--- config.mk ---
export PLATFORM = sky130hd
export DESIGN_NAME = uart_bus_master
export DESIGN_NICKNAME = d
export VERILOG_FILES = /design/src/rtl/uart_bus_pkg.sv /design/src/rtl/uart_tx_seq.sv /design/src/rtl/uart_bus_master.sv
export SDC_FILE = /design/constraint.sdc
export NUM_CORES = 1
export LEC_CHECK = 0
export BUFFER_PORTS_ARGS = -buffer_cell sky130_fd_sc_hd__buf_2
export CORE_AREA = 2 2 113 115
export DETAILED_ROUTE_END_ITERATION = 16
export DIE_AREA = 0 0 115 117
export GPL_ROUTABILITY_DRIVEN = 0
export PLACE_DENSITY = 0.79
export RECOVER_POWER = 50
export SETUP_SLACK_MARGIN = 0.3
export SYNTH_ARGS = -nofsm -noshare
export SYNTH_HDL_FRONTEND = slang
export SYNTH_SLANG_ARGS = --single-unit
--- constraint.sdc ---
create_clock -name clk -period 2.75 [get_ports clk]
set_clock_uncertainty 0.2 [all_clocks]
set_input_delay 0.55 -clock clk [delete_from_list [all_inputs] [get_ports clk]]
set_output_delay 0.55 -clock clk [all_outputs]
set_load 0.03 [all_outputs]
--- src/rtl/uart_bus_pkg.sv ---
// Shared opcodes, response codes and FSM state encoding for the UART bus master.
package uart_bus_pkg;

    localparam logic [7:0] CMD_WRITE  = 8'h57;
    localparam logic [7:0] CMD_READ   = 8'h52;
    localparam logic [7:0] CMD_PING   = 8'h50;

    localparam logic [7:0] RSP_OK     = 8'h4B;
    localparam logic [7:0] RSP_ERR    = 8'h45;
    localparam logic [7:0] RSP_BADCMD = 8'h3F;

    typedef enum logic [2:0] {
        ST_IDLE,
        ST_ADDR,
        ST_DATA,
        ST_BUS,
        ST_RESP
    } state_e;

endpackage

--- src/rtl/uart_tx_seq.sv ---
// Response sequencer: sends up to five bytes, byte 0 first, one tx_write per byte
// and waits for tx_finished before the next; done pulses on the last tx_finished.
module uart_tx_seq (
    input  logic        clk,
    input  logic        n_reset,
    input  logic        start,
    input  logic [39:0] bytes,
    input  logic [2:0]  count,
    input  logic        tx_finished,
    output logic        tx_write,
    output logic [7:0]  tx_data,
    output logic        done
);

    logic [39:0] buf_q, buf_d;
    logic [2:0]  left_q, left_d;
    logic        active_q, active_d;
    logic        tx_write_q, tx_write_d;

    always_comb begin
        buf_d      = buf_q;
        left_d     = left_q;
        active_d   = active_q;
        tx_write_d = 1'b0;
        done       = 1'b0;
        if (start) begin
            buf_d      = bytes;
            left_d     = count;
            active_d   = 1'b1;
            tx_write_d = 1'b1;
        end else if (active_q && !tx_write_q && tx_finished) begin
            // a tx_finished coinciding with our own tx_write belongs to nothing we sent
            if (left_q == 3'd1) begin
                active_d = 1'b0;
                left_d   = 3'd0;
                done     = 1'b1;
            end else begin
                buf_d      = buf_q >> 8;
                left_d     = left_q - 3'd1;
                tx_write_d = 1'b1;
            end
        end
    end

    always_ff @(posedge clk or negedge n_reset) begin
        if (!n_reset) begin
            buf_q      <= '0;
            left_q     <= '0;
            active_q   <= 1'b0;
            tx_write_q <= 1'b0;
        end else begin
            buf_q      <= buf_d;
            left_q     <= left_d;
            active_q   <= active_d;
            tx_write_q <= tx_write_d;
        end
    end

    assign tx_write = tx_write_q;
    assign tx_data  = buf_q[7:0];

endmodule

--- src/rtl/uart_bus_master.sv ---
// UART command parser that issues word reads/writes on the picorv32 native bus.
// state   | meaning
// IDLE    | waiting for an opcode byte
// ADDR    | shifting in 4 address bytes, LSB first
// DATA    | shifting in 4 write-data bytes, LSB first
// BUS     | mem_valid raised from the 2nd cycle, held until mem_ready or timeout
// RESP    | tx sequencer sending the response bytes
module uart_bus_master
    import uart_bus_pkg::*;
#(
    parameter int CLK_FREQ    = 12000000,
    parameter int RX_TIMEOUT  = 1200000,
    parameter int BUS_TIMEOUT = 1024
) (
    input  logic        clk,
    input  logic        n_reset,
    input  logic        rx_ready,
    input  logic [7:0]  rx_data,
    output logic        tx_write,
    output logic [7:0]  tx_data,
    input  logic        tx_finished,
    output logic        mem_valid,
    output logic [31:0] mem_addr,
    output logic [31:0] mem_wdata,
    output logic [3:0]  mem_wstrb,
    input  logic        mem_ready,
    input  logic [31:0] mem_rdata,
    output logic        busy
);

    localparam int RXW = ($clog2(RX_TIMEOUT + 1) > 21) ? $clog2(RX_TIMEOUT + 1) : 21;
    localparam int BW  = $clog2(BUS_TIMEOUT + 1);
    localparam logic [RXW-1:0] RX_RELOAD  = RXW'(RX_TIMEOUT - 1);
    localparam logic [BW-1:0]  BUS_RELOAD = BW'(BUS_TIMEOUT - 1);

    if (CLK_FREQ < 1 || RX_TIMEOUT < 2 || BUS_TIMEOUT < 2) begin : g_bad_param
        $error("uart_bus_master: CLK_FREQ must be positive and both timeouts at least 2");
    end

    state_e         state_q, state_d;
    logic           wr_q, wr_d;
    logic [31:2]    addr_q, addr_d;
    logic [31:0]    wdata_q, wdata_d;
    logic [1:0]     nbyte_q, nbyte_d;
    logic [RXW-1:0] rx_cnt_q, rx_cnt_d;
    logic [BW-1:0]  bus_cnt_q, bus_cnt_d;
    logic           mem_valid_q, mem_valid_d;

    logic           seq_start;
    logic [39:0]    seq_bytes;
    logic [2:0]     seq_count;
    logic           seq_done;

    always_comb begin
        state_d     = state_q;
        wr_d        = wr_q;
        addr_d      = addr_q;
        wdata_d     = wdata_q;
        nbyte_d     = nbyte_q;
        rx_cnt_d    = rx_cnt_q;
        bus_cnt_d   = bus_cnt_q;
        mem_valid_d = mem_valid_q;
        seq_start   = 1'b0;
        seq_bytes   = {32'h0, RSP_OK};
        seq_count   = 3'd1;
        unique case (state_q)
            ST_IDLE: begin
                if (rx_ready) begin
                    nbyte_d  = 2'd0;
                    rx_cnt_d = RX_RELOAD;
                    if (rx_data == CMD_WRITE || rx_data == CMD_READ) begin
                        wr_d    = (rx_data == CMD_WRITE);
                        state_d = ST_ADDR;
                    end else begin
                        seq_start = 1'b1;
                        if (rx_data != CMD_PING) seq_bytes = {32'h0, RSP_BADCMD};
                        state_d = ST_RESP;
                    end
                end
            end
            ST_ADDR, ST_DATA: begin
                if (rx_ready) begin
                    rx_cnt_d = RX_RELOAD;
                    nbyte_d  = nbyte_q + 2'd1;
                    if (state_q == ST_ADDR) addr_d = {rx_data, addr_q[31:10]};
                    else                    wdata_d = {rx_data, wdata_q[31:8]};
                    if (nbyte_q == 2'd3)
                        state_d = (state_q == ST_ADDR && wr_q) ? ST_DATA : ST_BUS;
                end else if (rx_cnt_q == '0) begin
                    state_d = ST_IDLE;
                end else begin
                    rx_cnt_d = rx_cnt_q - RXW'(1);
                end
            end
            ST_BUS: begin
                if (!mem_valid_q) begin
                    mem_valid_d = 1'b1;
                    bus_cnt_d   = BUS_RELOAD;
                end else if (mem_ready) begin
                    mem_valid_d = 1'b0;
                    seq_start   = 1'b1;
                    if (!wr_q) begin
                        seq_bytes = {mem_rdata, RSP_OK};
                        seq_count = 3'd5;
                    end
                    state_d = ST_RESP;
                end else if (bus_cnt_q == '0) begin
                    mem_valid_d = 1'b0;
                    seq_start   = 1'b1;
                    seq_bytes   = {32'h0, RSP_ERR};
                    state_d     = ST_RESP;
                end else begin
                    bus_cnt_d = bus_cnt_q - BW'(1);
                end
            end
            ST_RESP: begin
                if (seq_done) state_d = ST_IDLE;
            end
            default: state_d = ST_IDLE;
        endcase
    end

    always_ff @(posedge clk or negedge n_reset) begin
        if (!n_reset) begin
            state_q     <= ST_IDLE;
            wr_q        <= 1'b0;
            addr_q      <= '0;
            wdata_q     <= '0;
            nbyte_q     <= '0;
            rx_cnt_q    <= '0;
            bus_cnt_q   <= '0;
            mem_valid_q <= 1'b0;
        end else begin
            state_q     <= state_d;
            wr_q        <= wr_d;
            addr_q      <= addr_d;
            wdata_q     <= wdata_d;
            nbyte_q     <= nbyte_d;
            rx_cnt_q    <= rx_cnt_d;
            bus_cnt_q   <= bus_cnt_d;
            mem_valid_q <= mem_valid_d;
        end
    end

    uart_tx_seq u_tx_seq (
        .clk         (clk),
        .n_reset     (n_reset),
        .start       (seq_start),
        .bytes       (seq_bytes),
        .count       (seq_count),
        .tx_finished (tx_finished),
        .tx_write    (tx_write),
        .tx_data     (tx_data),
        .done        (seq_done)
    );

    assign mem_valid = mem_valid_q;
    assign mem_addr  = {addr_q, 2'b00};
    assign mem_wdata = wdata_q;
    assign mem_wstrb = (mem_valid_q && wr_q) ? 4'hF : 4'h0;
    assign busy      = (state_q != ST_IDLE);

endmodule

==> flow_summary.ini, run 1 <==
[drt]
drt-vias-per-instance = 5.96
wl_mm = 15.9
vias = 5338
wl_per_cell_um = 17.8
drt_iter0_markers = 409
final_antenna_net_count = 0
firstDrtPassIters = 7
drc = 0

[clock_network]
clockBufferDepth = 2
clk_pin_slew_ns = 0.06
cts_max_level = 4
cts_inserted_buffers = 17
clk_latency_ns = 0.42
clock-sinks = 146
cts-root-buf = clkbuf_16
cts_tree = yes

[synthesis]
synth_area_per_cell_um2 = 11.1
synthMuxAreaShare = 0.115
synth_top_flop_cell = dfrtp_1
async_flop_share = 1.00
synth_top_area_frac = 0.545
yosys-top-cells-area = dfrtp_1 (54%), mux2_2 (10%), o21ai_0 (3.7%)
syn_area_um2 = 6710
yosys_warnings = 0
synth_cell_types = 61
netlist_instances = 602
synth_common_cells = dfrtp_1 (146), mux2_2 (62), nand2_1 (49), o21ai_0 (49), nor2_1 (26)
synth_top_family_by_area = compound AO/OA/AOI/OAI gates
yosys.area_share.xor_xnor = 0.00653
ys_seq_elements = 146
yosysSeqAreaShare = 0.545
synth_compound_area_frac = 0.154
synth_simple_gate_area_frac = 0.129
synth-edff-count = 0
yosys.area.top_type = dfrtp_1
synth.most_common_cell = dfrtp_1
yosys.area_share.adder = 0.0112

[floorplan]
die_x_um = 115
core_region_area_um2 = 12300
die_area_um2 = 13500
pin_count = 124
initial_core_util = 0.545
chipHeight_um = 117
num_rows = 41

[min_path]
hold_start = mem_rdata[25]
hp-class = input port to register

[timing]
finalHoldViolations = 0
fmax_mhz = 385
setup_violations = 0
timing.final.max_slew_violations = 0
fin_setup_tns_ns = 0
worstMarginPinSlew_ns = 1.17
min_period_ns = 2.59
period_share = 0.943
rsz0062_at_grt = yes
max-slew-margin-rel = 0.223

[global_route]
gr-total-overflow = 0
grt_pass1_wl_mm = 24.6
grt_pass1_vias = 5063
track_usage = 0.233
antenna_found_initial = 0
grt_max_degree = 71

[placed_design]
dp_hpwl_mm = 10.4
io_buffers = 121

[pwr]
power_frac_clock = 0.270
p_per_area_nw_per_um2 = 1150
p_switching_w = 0.00364
leakage_nw = 3.62
p_int_w = 0.00588
p_total_w = 0.00952
seq_power_share = 0.366
ir_worst_vdd_mv = 0.808
swShare = 0.382
p_comb_frac = 0.364

[setup_path]
r2r_setup_slack_ns = 0.16
crit_path_end_kind = register
critPathLaunch = rx_cnt_q[14]
critical_path_class = register to register
r2r_start = rx_cnt_q[14]
cp.required_ns = 2.90
path_max_fanout = 4
critPathArrivalTime_ns = 2.74
start_kind = register

[cells_and_area]
drive_gt1_frac = 0.319
fill_cells = 934
n_antenna_cell = 0
syn_to_final_growth_pct = 23.6
fin_nets = 783
post-route-util = 0.673

[outcome]
run_status = complete, no violations

[job]
maxCapViolCount = 0
-- path summary, 6_finish.rpt --
path	to	cells past startpoint
min	u_tx_seq.buf_q[33]	2
max in group asynchronous	rx_cnt_q[17]	3
min in group asynchronous	bus_cnt_q[7]	2
min reg2reg	u_tx_seq.buf_q[0]	2
max	rx_cnt_q[18]	5
max reg2reg	rx_cnt_q[18]	5
-- sequential cells by signal (all words and copies together), names as in the netlist --
signal and flops:
mem_wdata 32, rx_cnt_q 21, nbyte_q 2, mem_valid 1
u_tx_seq.left_q 3, u_tx_seq.tx_write 1, addr_q 30, bus_cnt_q 11
u_tx_seq.buf_q 40, wr_q 1, u_tx_seq.active_q 1, state_q 3
-- layout make-up --
type | count | area (um^2) | area share
inverter | 13 | 51.3 | 0.00619
sequential | 146 | 3650 | 0.441
multi-input combinational | 401 | 2910 | 0.351
clock inverter | 12 | 201 | 0.0243
timing repair buffer | 153 | 817 | 0.0986
clock buffer | 20 | 467 | 0.0563
tap | 150 | 188 | 0.0226
-- cell usage in the layout, fill, tap and decap left out, types with 8 or more instances in the layout --
cell,n
dfrtp_1,145
buf_2,82
mux2_2,62
nand2_1,49
o21ai_0,48
clkbuf_1,38
buf_4,29
nor2_1,24
a2bb2oi_1,23
a21oi_1,22
clkbuf_16,17
or3_1,16
nand3_1,13
inv_1,11
nor3_1,10
a22o_1,9
o31ai_1,8
-- layer usage --
layer / share of wire / routed length (um) / up-vias / GRT usage
li1: - / - / 2471 / -
met1: 0.42 / 6610 / 2615 / 0.292
met2: 0.49 / 7810 / 215 / 0.382
met3: 0.071 / 1120 / 37 / 0.0742
met4: 0.023 / 365 / 0 / 0.0900
met5: 0 / 0 / - / 0
-- power groups by stage --
stage          combinational (W)  clock (W)  sequential (W)
2_1_floorplan            0.00174          0         0.00420
3_3_place_gp             0.00340          0         0.00344
3_5_place_dp             0.00350          0         0.00348
4_1_cts                  0.00353    0.00260         0.00347
5_1_grt                  0.00372    0.00269         0.00360
6_report                 0.00347    0.00257         0.00349
-- cell families (layout without fill, tap and decap cells) --
kind of cell / count (synthesis) / in the layout
AND/OR/NAND/NOR: 166 / 166
flip-flops: 146 / 146
buffers and inverters: 56 / 198
adder cells (fa/ha/maj): 6 / 6
AO/OA/AOI/OAI: 153 / 153
other: 1 / 2
XOR/XNOR: 5 / 5
multiplexers: 69 / 69
-- critical path, stage by stage (launching register included) --
cell and delay (ns):
dfrtp_1 0.39, or4_4 0.55, or3_4 0.38, or4_4 0.52, or3_4 0.34, a21oi_2 0.14
-- repair_timing --
item,4_1_cts,5_1_grt
setup buffers,3,11
hold buffers,1,0
endpoints found under the setup margin,41,48
endpoints found under the hold margin,43,0
gates resized for setup,6,22
gates cloned,0,1
pin swaps,3,11
-- metrics by stage --
stage / instances / area (um^2) / hold WS [ns] / worst slack (ns)
6_report: 895 / 8290 / 0.149 / 0.156
5_1_grt: 895 / 8290 / 0.147 / 0.0977
4_1_cts: 883 / 8190 / 0.133 / 0.200
3_5_place_dp: 847 / 7450 / 0.289 / 0.147
3_3_place_gp: 847 / 7450 / 0.272 / 0.201
2_1_floorplan: 603 / 6710 / 0.0544 / 0.272
No activity file was read; power rests on OpenSTA's default activity.
==> inputs of run 2 (changes only) <==
--- a/config.mk
+++ b/config.mk
@@ -5,12 +5,12 @@
 export SDC_FILE = /design/constraint.sdc
 export NUM_CORES = 1
 export LEC_CHECK = 0
-export BUFFER_PORTS_ARGS = -buffer_cell sky130_fd_sc_hd__buf_2
-export CORE_AREA = 2 2 113 115
+export CORE_AREA = 2 2 109 111
 export DETAILED_ROUTE_END_ITERATION = 16
-export DIE_AREA = 0 0 115 117
+export DIE_AREA = 0 0 111 113
+export DONT_BUFFER_PORTS = 1
 export GPL_ROUTABILITY_DRIVEN = 0
-export PLACE_DENSITY = 0.79
+export PLACE_DENSITY = 0.75
 export RECOVER_POWER = 50
 export SETUP_SLACK_MARGIN = 0.3
 export SYNTH_ARGS = -nofsm -noshare
==> run 2 against run 1 <==
The run now ends with hold timing left. Critical endpoint unchanged. Largest power group unchanged. Total power is 7.4% lower. Setup slack worse by 0.0013 ns. Sequential cell count stayed put. Clock power is 8.6% lower. Worst hold slack worse by 0.53 ns. Routed wire length is 5.4% lower. Final cell count is 15% lower. Global-route usage is 1.3 points higher. Largest cell class unchanged.
==> flow_summary.ini, run 2 (synthesis gave the netlist of run 1 again) <==
[drt]
drc = 0
drt_iter0_markers = 381
final_antenna_net_count = 0
firstDrtPassIters = 7
wl_per_cell_um = 19.8
vias = 4805
drt-vias-per-instance = 6.34
wl_mm = 15.0

[outcome]
violations = hold timing
run_status = finished with violations

[clock_network]
cts_max_level = 4
clock-sinks = 146
cts-root-buf = clkbuf_16
clockBufferDepth = 2
clk_latency_ns = 0.44
cts_inserted_buffers = 17
clk_pin_slew_ns = 0.06
cts_tree = yes

[cells_and_area]
seq_area_um2 = 3660
largest_reg_flops = 40
syn_to_final_growth_pct = 12.2
largest_register = u_tx_seq.buf_q
n_antenna_cell = 0
fin_nets = 653
final_common_cell = dfrtp_1
post-route-util = 0.667
most-common-layout-cells = dfrtp_1 (144), mux2_2 (62), nand2_1 (49), o21ai_0 (49), nor2_1 (24)
drive_gt1_frac = 0.228
multi_input_area_um2 = 2860
fill_cells = 810

[floorplan]
num_rows = 39
pin_count = 124
initial_core_util = 0.595
die_area_um2 = 12500
die_x_um = 111
chipHeight_um = 113
core_region_area_um2 = 11300

[setup_path]
timing.rr.end = rx_cnt_q[18]
cp.required_ns = 2.91
crit_path_end_kind = register
r2r_setup_slack_ns = 0.15
reg2reg_depth = 5
start_kind = register
critical_path_class = register to register
path_max_fanout = 3
critPathLaunch = rx_cnt_q[11]
endpoint = rx_cnt_q[18]
r2r_start = rx_cnt_q[11]
critPathArrivalTime_ns = 2.75

[global_route]
track_usage = 0.246
gr-total-overflow = 0
antenna_found_initial = 0
grt_pass1_vias = 4780
grt_pass1_wl_mm = 24.4
grt_max_degree = 147

[timing]
rsz0062_at_grt = yes
fin_setup_tns_ns = 0
timing.hold.ws_ns = -0.383
fmax_mhz = 385
finalHoldViolations = 146
max-slew-margin-rel = 0.492
worstMarginPinSlew_ns = 0.756
setup_violations = 0
period_share = 0.944
timing.final.max_slew_violations = 0
min_period_ns = 2.60

[job]
maxCapViolCount = 0

[placed_design]
io_buffers = 0
dp_hpwl_mm = 9.88

[pwr]
leakage_nw = 3.14
ir_worst_vdd_mv = 1.13
p_per_area_nw_per_um2 = 1170

[min_path]
hp-class = input port to asynchronous set/reset pin
-- run 2: changes by cell type in the layout (fill, tap and decap cells not counted), moves of 2 or more --
cell	change
nand3_1	+3
bufinv_16	-3
clkbuf_1	-38
or4_4	-2
inv_6	+2
or4_1	+2
buf_2	-82
buf_4	-6
nand3_2	-3
-- run 2: critical path, stage by stage (launching register included) --
cell and delay, ns:
dfrtp_1 0.39, or4_4 0.56, or3_4 0.37, or4_4 0.52, or3_4 0.34, a21oi_2 0.13
-- run 2: final cells by class --
type / count / area share
flip-flops and latches: 146 / 0.486
well taps: 143 / 0.0238
clock inverters: 13 / 0.0198
multi-input cells: 401 / 0.380
clock buffers: 19 / 0.0602
repair buffers: 23 / 0.0230
inverters: 13 / 0.00682
-- run 2: metrics by stage --
step | setup slack [ns] | total power [W] | cells | cell area (um^2)
final | 0.154 | 0.00881 | 758 | 7520
after global routing | 0.114 | 0.00922 | 758 | 7520
after CTS | 0.201 | 0.00882 | 755 | 7460
after detailed placement | 0.182 | 0.00644 | 720 | 6820
after global placement | 0.223 | 0.00631 | 720 | 6820
after floorplan | 0.272 | 0.00594 | 603 | 6710
-- run 2: per-layer routing --
metal	vias up	share of wire	global-route usage	wire length, um
met4	0	0.021	0.0958	319
met5	-	0	0	0
li1	2196	-	-	-
met3	32	0.068	0.0852	1020
met1	2409	0.42	0.314	6300
met2	168	0.49	0.393	7400
-- run 2: worst min-delay path by stage --
stage / startpoint / depth (start not counted) / to / slack, ns
after detailed placement: n_reset / 0 / bus_cnt_q[7] / 0.06
after CTS: n_reset / 0 / rx_cnt_q[1] / -0.40
after global routing: n_reset / 0 / rx_cnt_q[1] / -0.41
final: n_reset / 0 / rx_cnt_q[1] / -0.38
after floorplan: n_reset / 0 / addr_q[10] / 0.05
after global placement: n_reset / 0 / bus_cnt_q[7] / 0.06
-- run 2: timing repair --
action,CTS,global route
resized for setup,4,10
setup buffers,3,3
setup endpoints to repair,16,57
endpoints found under the hold margin,146,146
pin swaps,1,4
-- run 2: report_power, final --
part | leakage (nW) | internal (W) | switching, W | total, W
combinational | 1.11 | 0.000989 | 0.000920 | 0.00191
clock | 0.293 | 0.00140 | 0.000950 | 0.00235
sequential | 1.74 | 0.00290 | 0.00166 | 0.00455
total | 3.14 | 0.00528 | 0.00353 | 0.00881
